===== config.mk =====
export PLATFORM = sky130hd
export DESIGN_NAME = rule30_cipher_ctrl
export DESIGN_NICKNAME = d
export VERILOG_FILES = /design/src/rtl/rule30_cipher_ctrl.sv
export SDC_FILE = /design/constraint.sdc
export NUM_CORES = 1
export LEC_CHECK = 0
export CAP_MARGIN = 25
export CELL_PAD_IN_SITES_DETAIL_PLACEMENT = 0
export CELL_PAD_IN_SITES_GLOBAL_PLACEMENT = 1
export CORE_ASPECT_RATIO = 1.5
export CORE_MARGIN = 2
export CORE_UTILIZATION = 38
export CTS_CLUSTER_SIZE = 20
export DETAILED_ROUTE_END_ITERATION = 8
export PLACE_DENSITY_LB_ADDON = 0.1
export SYNTH_ARGS = -nofsm -noshare
export SYNTH_HDL_FRONTEND = slang
export SYNTH_SLANG_ARGS = --single-unit
export TNS_END_PERCENT = 10

===== constraint.sdc =====
create_clock -name clk -period 1.92 [get_ports clk]
set_input_delay 0.48 -clock clk [delete_from_list [all_inputs] [get_ports clk]]
set_output_delay 0.48 -clock clk [all_outputs]
set_load 0.005 [all_outputs]

===== src/rtl/rule30_cipher_ctrl.sv =====
// rule30_cipher_ctrl
// Byte-stream XOR cipher whose keystream is an 8-cell Rule-30 cellular
// automaton on a ring. A session starts from a stored seed, discards WARMUP
// key evolutions, then XORs each accepted byte with the current key and
// evolves the key once per accepted byte. Encryption and decryption are the
// same operation.
//
// Ports:
//   clk, rst             clock, asynchronous active-high reset
//   start, stop          one-cycle session begin / end pulses
//   seed_load, seed_in   write the seed register (IDLE only; zero -> SEED)
//   in_valid, in_data    input byte handshake; in_ready when accepted
//   out_valid, out_data  registered XOR result; out_ready from downstream
//   key_out              current key register
//   busy                 session active (state not IDLE)
//   byte_count           bytes accepted this session (wraps)
module rule30_cipher_ctrl #(
  parameter logic [7:0]  SEED   = 8'b0001_1000,
  parameter logic [7:0]  RULE   = 8'b0001_1110,
  parameter int unsigned WARMUP = 2
) (
  input  logic       clk,
  input  logic       rst,
  input  logic       start,
  input  logic       stop,
  input  logic       seed_load,
  input  logic [7:0] seed_in,
  input  logic       in_valid,
  input  logic [7:0] in_data,
  output logic       in_ready,
  output logic       out_valid,
  output logic [7:0] out_data,
  input  logic       out_ready,
  output logic [7:0] key_out,
  output logic       busy,
  output logic [7:0] byte_count
);

  localparam logic [1:0] StIdle  = 2'd0;
  localparam logic [1:0] StWarm  = 2'd1;
  localparam logic [1:0] StRun   = 2'd2;
  localparam logic [1:0] StDrain = 2'd3;

  localparam logic [3:0] WarmupCnt = 4'(WARMUP);

  logic [1:0] state_q, state_d;
  logic [7:0] key_q, key_d;
  logic [7:0] seed_q, seed_d;
  logic [3:0] warm_cnt_q, warm_cnt_d;
  logic       out_valid_q, out_valid_d;
  logic [7:0] out_data_q, out_data_d;
  logic [7:0] count_q, count_d;
  logic [7:0] key_next;
  logic       accept;

  // Rule lookup: neighbourhood {left, self, right} with ring wrap-around.
  always_comb begin
    key_next = '0;
    for (int i = 0; i < 8; i++) begin
      key_next[i] = RULE[{key_q[(i + 7) % 8], key_q[i], key_q[(i + 1) % 8]}];
    end
  end

  assign in_ready = (state_q == StRun) && (!out_valid_q || out_ready);
  assign accept   = in_valid && in_ready;

  always_comb begin
    state_d     = state_q;
    key_d       = key_q;
    seed_d      = seed_q;
    warm_cnt_d  = warm_cnt_q;
    out_valid_d = out_valid_q;
    out_data_d  = out_data_q;
    count_d     = count_q;

    case (state_q)
      StIdle: begin
        if (seed_load) begin
          seed_d = (seed_in == 8'h00) ? SEED : seed_in;
        end
        // seed_d already carries a same-cycle seed_load.
        if (start) begin
          key_d      = seed_d;
          count_d    = 8'h00;
          warm_cnt_d = WarmupCnt;
          state_d    = (WarmupCnt == 4'd0) ? StRun : StWarm;
        end
      end
      StWarm: begin
        key_d      = key_next;
        warm_cnt_d = warm_cnt_q - 4'd1;
        if (warm_cnt_q == 4'd1) begin
          state_d = StRun;
        end
      end
      StRun: begin
        if (stop) begin
          state_d = StDrain;
        end
      end
      StDrain: begin
        if (!out_valid_q || out_ready) begin
          state_d = StIdle;
        end
      end
      default: state_d = StIdle;
    endcase

    // Output slot: an accept reloads it, otherwise a consume empties it.
    if (accept) begin
      out_data_d  = in_data ^ key_q;
      out_valid_d = 1'b1;
      key_d       = key_next;
      count_d     = count_q + 8'd1;
    end else if (out_ready) begin
      out_valid_d = 1'b0;
    end
  end

  always_ff @(posedge clk or posedge rst) begin
    if (rst) begin
      state_q     <= StIdle;
      key_q       <= SEED;
      seed_q      <= SEED;
      warm_cnt_q  <= 4'd0;
      out_valid_q <= 1'b0;
      out_data_q  <= 8'h00;
      count_q     <= 8'h00;
    end else begin
      state_q     <= state_d;
      key_q       <= key_d;
      seed_q      <= seed_d;
      warm_cnt_q  <= warm_cnt_d;
      out_valid_q <= out_valid_d;
      out_data_q  <= out_data_d;
      count_q     <= count_d;
    end
  end

  assign out_valid  = out_valid_q;
  assign out_data   = out_data_q;
  assign key_out    = key_q;
  assign busy       = (state_q != StIdle);
  assign byte_count = count_q;

endmodule


==> results of run 1 <==
-- per-stage QoR --
step                      instance area (um^2)  worst slack, ps
after detailed placement                  3020             -284
after floorplan                           2220              224
after global placement                    3020             -277
after global routing                      3170             17.7
after CTS                                 3170             11.5
final                                     3170             99.4
-- final timing paths --
path	startpoint	cells past startpoint	slack [ps]	to
worst max-delay path	key_out[7]$_DFFE_PP0P_	1	100	key_out[7]
worst min register to register	out_data[3]$_DFFE_PP0P_	2	480	out_data[3]$_DFFE_PP0P_
worst min-delay path	rst	2	420	byte_count[3]$_DFFE_PP0P_
max in group asynchronous	rst	3	960	seed_q[3]$_DFFE_PP1N_
min in group clk	out_data[3]$_DFFE_PP0P_	2	480	out_data[3]$_DFFE_PP0P_
worst max register to register	state_q[1]$_DFFE_PP0P_	8	140	key_out[6]$_DFFE_PP0P_
-- routing by layer --
metal	global-route usage [%]	up-vias
li1	-	975
met1	22.2	878
met2	27.6	39
met3	3.36	5
met4	5.65	0
met5	0	-
-- report_power, final --
group	leakage [nW]	switching (mW)	internal [mW]
Clock	0.0654	0.286	0.519
Combinational	0.825	1.27	1.56
Sequential	0.469	0.240	1.19
-- cell usage in the layout (no fill, tap or decap), types with 2 or more instances in the layout --
cell type and instances:
or3_1 3, buf_12 2, nand2_1 24, inv_1 7, nand3_1 9, and3_1 2
xor2_1 5, a21oi_1 8, nor2_1 18, buf_4 35, o21ai_0 21, dfrtp_1 35
a22o_1 3, inv_2 2, mux2i_1 12, or4b_1 2, o21ai_1 5, nand2b_1 2
clkbuf_8 5, ha_1 6, xnor2_1 9, nor3_1 2, o221a_2 2, a31oi_1 6
o221a_1 3, clkdlybuf4s50_1 47, bufinv_16 2, dfstp_2 4, mux2_2 3
-- sequential cells by signal, indices dropped and copies added (netlist names) --
register    count
seed_q          8
state_q         2
byte_count      8
warm_cnt_q      4
out_valid       1
out_data        8
key_out         8
-- cell type report --
type,count,area share (%)
Inverter,9,1.07
Tap cell,72,2.84
Timing Repair Buffer,86,24.8
Clock buffer,6,2.29
Multi-Input combinational cell,168,36.1
Sequential cell,39,31.0
Clock inverter,2,1.90
-- cell families after synthesis --
logic type               Yosys count
AO/OA/AOI/OAI                     58
XOR/XNOR                          14
adder cells (fa/ha/maj)            7
buffers and inverters             25
flip-flops                        39
multiplexers                      17
AND/OR/NAND/NOR                   72
-- timing repair --
| item | 4_1_cts | 5_1_grt |
|---|---|---|
| resized for setup | 7 | 1 |
| buffers inserted | 1 | 0 |
| setup endpoints to repair | 2 | 1 |
| hold endpoints to repair | 0 | 0 |
| pin swaps | 1 | 0 |
==> flow_summary.toml, run 1 <==
[outcome]
outcome = "completed"

[synth]
synthFlopType = "dfrtp_1"
ys_ff_latch = 39
synth-compound-area-share_pct = 17.2
synth_warnings = 0
synth_simple_gate_area_share_pct = 16.2
avgSynthCellArea_um2 = 9.58
yosysTopAreaCell = "dfrtp_1"
synth_area_leaders = "dfrtp_1 (39%), mux2i_1 (5.4%), dfstp_2 (4.7%)"
ys_top_cells_by_count = "dfrtp_1 (35), nand2_1 (24), o21ai_0 (21)"
syn_area_um2 = 2220
synth_top_area_share_pct = 39.4
synth_top_family_by_area = "compound AO/OA/AOI/OAI gates"
netlist_instances = 232
synth_edf_count = 0
ys_seq_area_share_pct = 44.1
async_flop_share_pct = 100
synth_nets = 262
synthXorXnorAreaFrac_pct = 5.52
ys_types = 49
synth_most_common_cell = "dfrtp_1"
synth_mux_area_share_pct = 8.05
synth_fa_ha_area_share_pct = 3.94

[route]
drc = 0
wl_mm = 4.94
maxUsedRoutingLayer = "met4"
vias = 1897
dr.pass1.iters = 4
dr_wl_met3_um = 180
vias_per_cell = 4.97
wl_met1_mm = 2.21
wl_met2_mm = 2.47
ant_nets = 0
dr.first_iter.drc_count = 98
wl_per_cell_um = 12.9

[clock_tree]
cts_tree = "yes"
cts_hold_buf = 0
clock_latency_ps = 290
clockBufferDepth = 2
cts_root_buf = "clkbuf_8"
clk_pin_slew_worst_paths_ps = 80
numCtsBuffers = 5
h-tree-depth = 2
cts.sinks = 39

[global_route]
grtUsageTotal_pct = 17.0
grt_max_degree = 35
grt_pass1_vias = 1844
gr-total-overflow = 0
grt_antenna_before_repair = 0
grt_pass1_wl_mm = 8.64

[power]
ir_drop_uv = 750
power_mw = 5.08
powerDensity_nw_per_um2 = 1600
p_leak_nw = 1.36

[setup_path]
critPathBufInv = 1
crit_required_ps = 1440
crit_fanout = 8
endpoint_kind = "output pin"
crit_type = "register to output pin"
cpPeakStageDelay_ps = 560
worstPathCellList = "clkdlybuf4s50_1"
critical-path-slowest-cell = "clkdlybuf4s50_1"
crit_path_start_kind = "register"
cpLargestDelayFamily = "buffers and inverters"
arrival_ps = 1340

[sta]
tns_ps = 0
period_share_pct = 94.8
relSlewSlack_pct = 78.9
clock.fmax_mhz = 549
finalHoldViolCount = 0
min_period_ps = 1820
fin_skew_ps = 5.07
rsz0062_at_grt = "no"
tightest_slew_ps = 315
whs_ps = 418
slew_violations = 0
finalSetupViolations = 0

[cells_and_area]
drive_gt1_share_pct = 21.3
area_growth_pct = 42.6
utilization_pct = 55.2
fin_cells = 382
diodes = 0
seqCellArea_um2 = 981
multi_input_area_um2 = 1140
fill_cells = 556
layout.nets = 339

[floorplanning]
die_area_um2 = 6490
start_util_pct = 38.7
num_rows = 34
ios = 50
die_w_um = 66.4
die_height_um = 97.7
core-area_um2 = 5740

[placement]
hpwl_mm = 3.71
portBuffers = 49
routabilityCongestion = 0.754
dp_cells = 373

[run]
cap_violations = 0

[hold_path]
hp-class = "primary input to async pin"
No activity file was read; power rests on OpenSTA's default activity.
==> run 2, diff against run 1 <==
SLEW_MARGIN = 20   (was not set)
==> results of run 2 <==
Final layout, timing and power as in run 1 (identical DEF).
